`config.mk`:
```
export PLATFORM = sky130hd
export DESIGN_NAME = shift_pipe
export DESIGN_NICKNAME = d
export VERILOG_FILES = /design/src/rtl/shift_pipe.sv
export SDC_FILE = /design/constraint.sdc
export NUM_CORES = 1
export LEC_CHECK = 0
export ABC_CLOCK_PERIOD_IN_PS = 1750
export BUFFER_PORTS_ARGS = -buffer_cell sky130_fd_sc_hd__buf_4
export CAP_MARGIN = 10
export CELL_PAD_IN_SITES_DETAIL_PLACEMENT = 2
export CELL_PAD_IN_SITES_GLOBAL_PLACEMENT = 2
export CORE_UTILIZATION = 32
export DETAILED_ROUTE_END_ITERATION = 7
export GPL_TIMING_DRIVEN = 1
export PLACE_DENSITY = 0.84
export SYNTH_ARGS = -nofsm -noshare
export SYNTH_HDL_FRONTEND = slang
export SYNTH_SLANG_ARGS = --single-unit
```
`constraint.sdc`:
```
create_clock -name i_clk -period 1.75 [get_ports i_clk]
set_input_delay 0.0875 -clock i_clk [delete_from_list [all_inputs] [get_ports i_clk]]
set_output_delay 0.0875 -clock i_clk [all_outputs]
set_load 0.01 [all_outputs]
```
`src/rtl/shift_pipe.sv`:
```
// Two-stage pipelined barrel shifter (SLL/SRL/SRA/ROR) with valid/ready flow control and flush.
// Build option: define SHIFT_PIPE_ROTATE_EN to make op 11 a rotate-right; otherwise op 11 is SRL.
module shift_pipe #(
  parameter int WIDTH   = 32,
  parameter int SHAMT_W = $clog2(WIDTH)
) (
  input  logic             i_clk,
  input  logic             i_reset,
  input  logic             i_valid,
  output logic             o_ready,
  input  logic [1:0]       i_op,
  input  logic [WIDTH-1:0] i_operand_a,
  input  logic [WIDTH-1:0] i_operand_b,
  input  logic             i_flush,
  output logic             o_valid,
  input  logic             i_ready,
  output logic [WIDTH-1:0] o_result
);

  localparam int FINE_W   = SHAMT_W / 2;
  localparam int COARSE_W = SHAMT_W - FINE_W;

  localparam logic [1:0] OP_SLL = 2'b00;
  localparam logic [1:0] OP_SRL = 2'b01;
  localparam logic [1:0] OP_SRA = 2'b10;

  // Shared by both stages: the same shift is applied with a coarse or a fine amount.
  function automatic logic [WIDTH-1:0] shift_fn(
    input logic [1:0]         op,
    input logic [WIDTH-1:0]   data,
    input logic               sign,
    input logic [SHAMT_W-1:0] amt
  );
    logic [WIDTH-1:0] fill;
`ifdef SHIFT_PIPE_ROTATE_EN
    logic [2*WIDTH-1:0] dbl;
`endif
    fill = ~({WIDTH{1'b1}} >> amt);
    case (op)
      OP_SLL:  shift_fn = data << amt;
      OP_SRL:  shift_fn = data >> amt;
      OP_SRA:  shift_fn = (data >> amt) | (sign ? fill : '0);
      default: begin
`ifdef SHIFT_PIPE_ROTATE_EN
        dbl      = {data, data} >> amt;
        shift_fn = dbl[WIDTH-1:0];
`else
        shift_fn = data >> amt;
`endif
      end
    endcase
  endfunction

  logic               s1_valid_q, s1_valid_d;
  logic [1:0]         s1_op_q, s1_op_d;
  logic               s1_sign_q, s1_sign_d;
  logic [FINE_W-1:0]  s1_fine_q, s1_fine_d;
  logic [WIDTH-1:0]   s1_data_q, s1_data_d;
  logic               o_valid_q, o_valid_d;
  logic [WIDTH-1:0]   o_result_q, o_result_d;

  logic               s2_advance;
  logic               s1_advance;
  logic               accept;
  logic [SHAMT_W-1:0] coarse_amt;
  logic [SHAMT_W-1:0] fine_amt;
  logic [WIDTH-1:0]   coarse_data;
  logic [WIDTH-1:0]   fine_data;
  logic               unused_operand_b;

  // Upper shift-amount bits are ignored by definition.
  assign unused_operand_b = ^i_operand_b[WIDTH-1:SHAMT_W];

  assign s2_advance = !o_valid_q || i_ready;
  assign s1_advance = s2_advance;
  assign o_ready    = !s1_valid_q || s1_advance;
  assign accept     = i_valid && o_ready && !i_flush;

  always_comb begin
    coarse_amt  = {i_operand_b[SHAMT_W-1:FINE_W], {FINE_W{1'b0}}};
    fine_amt    = {{COARSE_W{1'b0}}, s1_fine_q};
    coarse_data = shift_fn(i_op, i_operand_a, i_operand_a[WIDTH-1], coarse_amt);
    fine_data   = shift_fn(s1_op_q, s1_data_q, s1_sign_q, fine_amt);
  end

  always_comb begin
    s1_op_d   = s1_op_q;
    s1_sign_d = s1_sign_q;
    s1_fine_d = s1_fine_q;
    s1_data_d = s1_data_q;
    if (accept) begin
      s1_op_d   = i_op;
      s1_sign_d = i_operand_a[WIDTH-1];
      s1_fine_d = i_operand_b[FINE_W-1:0];
      s1_data_d = coarse_data;
    end
    // When the slot frees (or was empty) it holds only what was accepted this cycle.
    if (i_flush) begin
      s1_valid_d = 1'b0;
    end else if (o_ready) begin
      s1_valid_d = accept;
    end else begin
      s1_valid_d = s1_valid_q;
    end
  end

  always_comb begin
    o_result_d = o_result_q;
    if (i_flush) begin
      o_valid_d = 1'b0;
    end else if (s2_advance) begin
      o_valid_d = s1_valid_q;
      if (s1_valid_q) begin
        o_result_d = fine_data;
      end
    end else begin
      o_valid_d = o_valid_q;
    end
  end

  always_ff @(posedge i_clk or posedge i_reset) begin
    if (i_reset) begin
      s1_valid_q <= 1'b0;
      s1_op_q    <= '0;
      s1_sign_q  <= 1'b0;
      s1_fine_q  <= '0;
      s1_data_q  <= '0;
      o_valid_q  <= 1'b0;
      o_result_q <= '0;
    end else begin
      s1_valid_q <= s1_valid_d;
      s1_op_q    <= s1_op_d;
      s1_sign_q  <= s1_sign_d;
      s1_fine_q  <= s1_fine_d;
      s1_data_q  <= s1_data_d;
      o_valid_q  <= o_valid_d;
      o_result_q <= o_result_d;
    end
  end

  assign o_valid  = o_valid_q;
  assign o_result = o_result_q;

endmodule

```
# Word-level counts from Yosys, hierarchy flattened
# Cells that the tools add are included.
# Widths: inputs -> output; s select.
[word_totals]
output_inout_bits = 34
input_bits = 71
elab_cells = 40
reg_bits = 71
[classes]
shift = 6
mux = 8
reduce_logical = 12
n_eq_ne = 2
bitwise_logic = 5
[op_table]
columns = ["op", "count"]
rows = [
  ["$pmux 32 s2", 2],
  ["$mux 32", 2],
  ["$not 32->32", 2],
  ["$or 32x32->32", 2],
  ["$shl 32x2->32", 1],
  ["$shl 32x5->32", 1],
  ["$shr 32x2->32", 1],
  ["$shr 32x2->32 const A", 1],
  ["$shr 32x5->32", 1],
  ["$shr 32x5->32 const A", 1],
  ["$eq 2x2->1 const B", 2],
  ["$logic_not 2->1", 2],
  ["$mux 1", 4],
  ["$reduce_bool 2->1", 2],
  ["$logic_not 1->1", 3],
  ["$reduce_and 3->1", 1],
  ["$logic_and 1x1->1", 2],
  ["$logic_or 1x1->1", 2],
  ["$not 1->1", 1],
]

# Depth between registers and ports, before layout
# Gate-level depths: netlist (run 1).
[logic_depth]
ltp_word = 7
mapped_depth = 8
depth_no_buf = 5

# Least setup slack after synthesis (run 1)
# No wires, ideal clock.
[synth_timing]
path_kind = "flip-flop to flip-flop"
from = "register s1_op_q[0]"
to = "register o_result_q[25], in the netlist o_result[25]"
setup_time_ps = 83
required_ps = 1667
n_path_buf = 1
setup_slack_ps = 96
synth_period_minus_slack_ps = 1654
arrival_time_ps = 1571
path_stages_with_launch = 5
cell_sequence = "dfrtp_1 -> nor2_1 -> buf_2 -> mux4_2 -> o21ai_0"
[synth_via]
elab_chain_len = 2
word_cells_on_any_way = 3
classes_between = "eq/ne (1); mux (1); reduce/logical (1)"
[synth_lines]
columns = ["element", "line_no", "rtl"]
rows = [
  ["from (decl)", "55", "logic [1:0] s1_op_q, s1_op_d;"],
  ["from (signal assigned)", "132", "s1_op_q <= s1_op_d;"],
  ["$eq 2x2->1 / $logic_not 2->1 (equally long branches)", "39", "case (op)"],
  ["$pmux 32 s2 (*)", "39", ""],
  ["to (signal assigned)", "137", "o_result_q <= o_result_d;"],
  ["to (decl)", "60", "logic [WIDTH-1:0] o_result_q, o_result_d;"],
]
# Every way passes the cells marked *; elsewhere a longest branch is shown, timed or not.
# A chain may end at the register's enable or synchronous reset.

# Worst setup path in the final report (run 1)
[layout_timing]
from = "register s1_fine_q[1]"
to = "register o_result_q[6], in the netlist o_result[6]"
[layout_via]
elab_chain_len = 5
word_cells_on_any_way = 7
classes_between = "shift (3); mux (2); bitwise (2)"
[layout_lines]
columns = ["element", "line_no", "rtl"]
rows = [
  ["from (decl)", "57", "logic [FINE_W-1:0] s1_fine_q, s1_fine_d;"],
  ["from (signal assigned)", "134", "s1_fine_q <= s1_fine_d;"],
  ["$shr 32x2->32", "38", "fill = ~({WIDTH{1'b1}} >> amt);"],
  ["$not 32->32", "38", ""],
  ["$mux 32", "42", "OP_SRA: shift_fn = (data >> amt) | (sign ? fill : '0);"],
  ["$or 32x32->32", "42", ""],
  ["$pmux 32 s2 (*)", "39", ""],
]
# Marks and branches as above.

==> results of run 1 <==
worst max-delay path: stages (launching register included):
cell     delay [ns]
dfrtp_4        0.54
buf_12         0.19
mux2i_1        0.51
mux4_2         0.39
o21ai_1        0.09
kinds of logic (layout without fill, tap and decap cells):
logic type	Yosys count	in the layout
AOI/OAI and AO/OA	169	169
buffers and inverters	64	186
DFF	71	71
muxes	148	148
and+or+nand+nor	195	195
how the worst max path moves through the flow:
stage / startpoint / to / slack (ns) / cells past startpoint
6_report: s1_fine_q[1]$_DFFE_PP0P_ / o_result[6]$_DFFE_PP0P_ / -0.12 / 4
5_1_grt: s1_fine_q[1]$_DFFE_PP0P_ / o_result[6]$_DFFE_PP0P_ / -0.14 / 4
4_1_cts: s1_fine_q[1]$_DFFE_PP0P_ / o_result[4]$_DFFE_PP0P_ / 0.004 / 5
3_5_place_dp: s1_valid_q$_DFFE_PP0P_ / s1_data_q[21]$_DFFE_PP0P_ / -0.11 / 6
3_3_place_gp: s1_valid_q$_DFFE_PP0P_ / s1_data_q[21]$_DFFE_PP0P_ / -0.03 / 6
2_1_floorplan: s1_op_q[0]$_DFFE_PP0P_ / o_result[25]$_DFFE_PP0P_ / 0.1 / 4
timing repair:
item                                    in CTS  in global routing
endpoints found under the setup margin      18                 27
endpoints found under the hold margin       75                  0
pin swaps                                    0                  3
cloned                                       1                  2
setup buffers                                4                  1
gates resized for setup                     12                 28
hold buffers                                 4                  0
area by class of cell:
class | instances | share of cell area
timing repair buffer | 163 | 0.188
inverter | 7 | 0.00380
clock buffer | 10 | 0.0302
clock inverter | 6 | 0.0117
multi-input combinational | 512 | 0.504
sequential | 71 | 0.226
tap | 229 | 0.0363
through the flow:
step | utilization | cell area, um2
after global placement | 0.401 | 7310
after floorplan | - | 6030
final | 0.434 | 7900
after CTS | 0.427 | 7770
after detailed placement | 0.401 | 7310
after global routing | 0.434 | 7900
state kept, by name (all words and copies together), names as in the netlist:
register and cells:
s1_data_q 32, s1_fine_q 2, o_valid 1, o_result 32, s1_valid_q 1, s1_op_q 2, s1_sign_q 1
per-layer routing:
layer,vias to the layer above,global-route usage
li1,2670,-
met1,3090,0.332
met2,144,0.476
met3,26,0.0244
met4,0,0.0754
met5,-,0
placed cells by master (no fill, tap or decap), drive strengths merged, types with 2 or more instances in the layout:
cell type / instances
buf: 156
mux2i: 107
nand2: 88
dfrtp: 71
o21ai: 52
nor2: 51
mux4: 33
a21oi: 29
nand2b: 12
clkbuf: 12
a31oi: 11
o32a: 11
nor3: 11
o221ai: 10
nor2b: 9
a211oi: 9
o22ai: 8
mux2: 8
o22a: 7
o21a: 7
inv: 7
nand3: 5
nand3b: 4
a32oi: 4
o31ai: 4
dlygate4sd3: 4
and2: 3
a311oi: 3
a2bb2oi: 3
clkinvlp: 3
or2: 3
a221oi: 2
or3: 2
o211ai: 2
bufinv: 2
nor3b: 2
power groups by stage:
stage | clock (mW) | sequential, mW | combinational (mW)
global route | 2.15 | 2.53 | 3.41
global placement | 0 | 2.43 | 2.75
floorplan | 0 | 2.41 | 1.66
detailed placement | 0 | 2.49 | 2.95
CTS | 2.09 | 2.47 | 3.06
finish | 2.07 | 2.49 | 3.21
==> results.md, run 1 <==
* Reg power frac at 0.320
* Placed insts at 970
* CP Data Required Time at between 1.5 and 2 ns
* Final RePlAce weighted congestion at 0.939
* Detailed route wirelength on metal2 at between 10000 and 15000 um
* Sw frac at 0.368
* Fmax at 536 MHz
* Syn Nets at 718
* Synth Area in Compound Gates at 0.186
* Power density cells at about 1000 mW/mm2
* Hold Crit Class: in2reg
* Final Slew Violations at 0
* Area of the multi-input gates at 0.00399 mm2
* Combinational power share at 0.413
* Via Count at around 5900
* Initial Util at 0.331
* Switch Pwr at around 2.9 mW
* Failing checks: setup timing
* Clock power share at 0.266
* First-pass GRT wire length at roughly 40000 um
* Num ports at 105
* Max cap viols at 0
* Non-filler cells in the finished layout at 998
* Final nets at roughly 840
* Mapped Cells at 647
* R2R cell count at 4
* Area share of the largest cell type after synthesis at 0.295
* Internal power at between 4 and 5 mW
* Site Rows at 49
* Max Used Layer: met4
* Critical path type: reg2reg
* WL met1 at 11000 um
* Area share of xor/xnor cells in the synthesized design at 0
* Vias in the first global route at 6528
* Height of the die at approximately 140 um
* Multiplexer share of the synthesized area at 0.316
* Number of synthesized flops with an enable pin at 0
* WL/cell at between 20 and 30 um
* Unrepaired setup endpoints after global routing: true
* R2r setup slk at -0.12 ns
* Fin crit share at 1.07
* Final WS setup at -0.117 ns
* CTS Sinks at 71
* Post-synthesis cell type count at 55
* Hold Slack at between 0.0007 and 0.0008 ns
* Vias per cell at 5.94
* RR Startpoint: s1_fine_q[1]$_DFFE_PP0P_
* Worst hold path endpoint: s1_op_q[0]$_DFFE_PP0P_
* I/O Buffers at 77
* Critical-path maximum fanout at 14
* Fillers at 1959
* Maximum root-to-sink buffer count at 2
* Pre-CTS WS at -0.107 ns
* CTS tree: done
* Peak supply drop at 487 uV
* Status: finished with violations
* Die X at 139 um
* Arrival time at the worst endpoint at 2.09 ns
* Largest family of logic cells by synthesized area: multiplexers
* Top cells by count, synth: mux2i_1 (107), nand2_1 (88), dfrtp_1 (71)
* Layout Skew at 0.0146 ns
* Synthesized area at 0.00603 mm2
* FF+latch area at 0.00178 mm2
* Async SR Flop Fraction at 1.00
* Total grt overflow at 0
* Clock Pin Slew Worst Setup and Hold Paths at 0.06 ns
* Final Critical Period at 1.87 ns
* Initial antenna violation count at 0
* Biggest area consumer among synthesized cells: dfrtp_1
* HPWL after detailed placement at around 19000 um
* Tot Pwr at 7.77 mW
* Slew @ Worst Pin at 0.545 ns
* Initial DRT Pass Iterations at 4
* Detailed-route DRC error count at 0
* Rel. slew slack at 0.626
* FF+latch count, synth at between 70 and 80
* Starting DRT DRC Count at 237
* Synth Area in Simple Gates at 0.145
* Largest net degree at the start of global routing at 72
* Sequential-to-total area share from yosys stat at 0.295
* CTS Root Cell: clkbuf_16
* Core area at between 0.015 and 0.02 mm2
* GRT Overall Usage at 0.263
* Hold path cells at 3
* Die Footprint at ~0.019 mm2
* Final Hold Viols at 0
* Antenna diodes at 0
* Skew-Pair Late Insertion Delay at about 0.35 ns
* Htree depth at 3
* Met3 wire length at 831 um
* Hold path start: i_op[0]
* Post-Syn Area per Cell at roughly 9.3 um2
* Fraction of layout cells with a size suffix above 1 at 0.316
* Final setup fails at 5
* Setup total negative slack at -0.191 ns
* Synth Flop Type: dfrtp_1
* Area delta synth->final at 31.1%
* Yosys warning count at 0
* Most frequent cell after synthesis: mux2i_1
* Area share of fa/ha/maj cells after synthesis at 0
* WL final at between 20000 and 30000 um
* Number of routed nets with antenna violations at 0
* Nature of the critical path endpoint: flip-flop
* RR Endpoint: o_result[6]$_DFFE_PP0P_
* Num CTS Buffers at 9
* Crit start category: flip-flop
* Leakage at 3.40 nW
* Leading post-synthesis cells by cell area: dfrtp_1 (29%), mux2i_1 (18%), mux4_2 (12%), nand2_1 (5.5%), o21ai_0 (4.2%)
No activity file was read; power rests on OpenSTA's default activity.
==> inputs of run 2 (changes only) <==
==> config.mk (replaced) <==
export PLATFORM = sky130hd
export DESIGN_NAME = shift_pipe
export DESIGN_NICKNAME = d
export VERILOG_FILES = /design/src/rtl/shift_pipe.sv
export SDC_FILE = /design/constraint.sdc
export NUM_CORES = 1
export LEC_CHECK = 0
export ABC_AREA = 1
export ABC_CLOCK_PERIOD_IN_PS = 2100
export BUFFER_PORTS_ARGS = -buffer_cell sky130_fd_sc_hd__buf_4
export CAP_MARGIN = 10
export CELL_PAD_IN_SITES_DETAIL_PLACEMENT = 2
export CELL_PAD_IN_SITES_GLOBAL_PLACEMENT = 2
export CORE_UTILIZATION = 30
export DETAILED_ROUTE_END_ITERATION = 7
export GPL_TIMING_DRIVEN = 1
export PLACE_DENSITY = 0.88
export SYNTH_ARGS = -nofsm -noshare
export SYNTH_HDL_FRONTEND = slang
export SYNTH_SLANG_ARGS = --single-unit
==> constraint.sdc (replaced) <==
create_clock -name i_clk -period 2.1 [get_ports i_clk]
set_input_delay 0.105 -clock i_clk [delete_from_list [all_inputs] [get_ports i_clk]]
set_output_delay 0.105 -clock i_clk [all_outputs]
set_load 0.01 [all_outputs]
==> results.md, run 2 <==
* Status: finished clean
* Final Hold Viols at 0
* Setup total negative slack at 0 ns
* Post-synthesis cell type count at 34
* Sequential-to-total area share from yosys stat at 0.292
* Hold Crit Class: in2reg
* Starting DRT DRC Count at a little under 500
* Max cap viols at 0
* Fillers at 2479
* Core area at 0.0197 mm2
* CP Data Required Time at 2.33 ns
* Leakage at 3.70 nW
* Nature of the critical path endpoint: flip-flop
* Biggest area consumer among synthesized cells: dfrtp_1
* Post-Syn Area per Cell at 5.91 um2
* Detailed-route DRC error count at 0
* Fraction of layout cells with a size suffix above 1 at 0.135
* Critical-path maximum fanout at 17
* R2r setup slk at just over 0.3 ns
* Yosys warning count at 0
* Die Footprint at approximately 0.021 mm2
* R2R cell count at 7
* Final setup fails at 0
* Most frequent cell after synthesis: nand2_1
* Maximum root-to-sink buffer count at 2
* Vias in the first global route at 8009
* Skew-Pair Late Insertion Delay at about 0.35 ns
* Slew @ Worst Pin at roughly 0.70 ns
* RR Endpoint: o_result[28]$_DFFE_PP0P_
* Mapped Cells at 1029
* Largest net degree at the start of global routing at 88
* Peak supply drop at between 400 and 500 uV
* Power density cells at 857 mW/mm2
* Final Critical Period at 1.79 ns
* Commonest non-fill, non-tap cell in the layout: nand2_1
* Unrepaired setup endpoints after global routing: false
* Area delta synth->final at 20.4%
* Htree depth at 3
* Syn Nets at between 1000 and 1500
* Fin crit share at 0.853
* Initial antenna violation count at 0
* Hold buffers post-CTS at 4
* Area share of the largest cell type after synthesis at 0.292
* Commonest cells after routing, fill and taps aside: nand2_1 (411), buf_4 (99), nor2_1 (94)
* I/O Buffers at 77
* Critical Path Start: s1_fine_q[1]$_DFFE_PP0P_
* Number of routed nets with antenna violations at 0
* Async SR Flop Fraction at 1.00
* Site Rows at 51
* PostCTS Resize Cnt at 0
* CTS Sinks at 71
* Crit start category: flip-flop
* RR Startpoint: s1_fine_q[1]$_DFFE_PP0P_
* Leading post-synthesis cells by cell area: dfrtp_1 (29%), nand2_1 (25%), nand3_1 (7.7%), o21ai_0 (6.7%), nor2_1 (5.8%)
* Via Count at roughly 7500
* Die X at 144 um
* Antenna diodes at 0
* Initial Util at 0.310
* Post-CTS Setup Bufs at 0
* Critical path type: reg2reg
* Tot Pwr at 6.28 mW
* Final RePlAce weighted congestion at between 0.9 and 1
* Rel. slew slack at 0.534
* Fmax at 558 MHz
* CTS tree: done
* Height of the die at 144 um
* Worst setup path end: o_result[28]$_DFFE_PP0P_
* Top cells by count, synth: nand2_1 (411), nor2_1 (94), nand3_1 (93)
* Synth Flop Type: dfrtp_1
* Initial DRT Pass Iterations at 5
* Layout Skew at ~0.015 ns
* Number of synthesized flops with an enable pin at 0
* Vias per cell at roughly 5.5
* First-pass GRT wire length at 44600 um
* Arrival time at the worst endpoint at between 2 and 2.5 ns
* WL final at 28600 um
* WL/cell at 21.1 um
* Final nets at 1157
* Num CTS Buffers at 9
* HPWL after detailed placement at 20700 um
* FF+latch count, synth at 71
* Clock Pin Slew Worst Setup and Hold Paths at approximately 0.060 ns
* GRT Overall Usage at 0.284
* Total grt overflow at 0
* Final Slew Violations at 0
* Synthesized area at 0.00608 mm2
* CTS Root Cell: clkbuf_16
* Hold path start: i_valid
* Num ports at ~110
## run 2: how the worst min path moves through the flow
stage                              to  cells past startpoint
2_1_floorplan  s1_valid_q$_DFFE_PP0P_                      1
3_3_place_gp   s1_valid_q$_DFFE_PP0P_                      2
3_5_place_dp   s1_valid_q$_DFFE_PP0P_                      2
4_1_cts        s1_valid_q$_DFFE_PP0P_                      3
5_1_grt        s1_valid_q$_DFFE_PP0P_                      3
6_report       s1_valid_q$_DFFE_PP0P_                      3
## run 2: kinds of logic after synthesis
group / after synthesis / share of synthesized area
AOI/OAI and AO/OA: 203 / 0.194
DFF: 71 / 0.292
buffers and inverters: 137 / 0.103
and+or+nand+nor: 618 / 0.411
## run 2: power by group
part / switching [mW] / internal (mW)
clock network: 0.629 / 1.35
registers: 0.252 / 1.67
logic: 1.55 / 0.833
total: 2.43 / 3.85
## run 2: critical path, cell delays in order (launching register included)
cell and delay [ns]:
dfrtp_1 0.61, inv_2 0.16, nor2_1 0.20, inv_2 0.19, o21ai_0 0.23, a21oi_1 0.09
o21ai_0 0.12, nand2_1 0.08
## run 2: per-stage QoR
step | setup WS, ns | hold WS, ns | instance area [um2] | util | instances
floorplan | 0.198 | 0.168 | 6080 | - | 1029
global placement | 0.434 | 0.243 | 6900 | 0.351 | 1336
detailed placement | 0.402 | 0.259 | 6900 | 0.351 | 1336
CTS | 0.309 | 0.0226 | 7320 | 0.373 | 1356
global route | 0.189 | 0.0399 | 7320 | 0.373 | 1356
finish | 0.309 | 0.0288 | 7320 | 0.373 | 1356
## run 2: area by class of cell
class	count	area, um2	area share
clock buffer	11	253	0.0345
inverter	76	285	0.0389
tap	265	332	0.0453
timing repair buffer	107	863	0.118
multi-input combinational	821	3690	0.503
sequential	71	1780	0.243
clock inverter	5	128	0.0174
## run 2: layer usage
layer	GRT usage	up-vias	part of all wire
li1	-	3455	-
met1	0.348	3764	0.43
met2	0.491	209	0.49
met3	0.0394	63	0.042
met4	0.126	0	0.039
met5	0	-	0
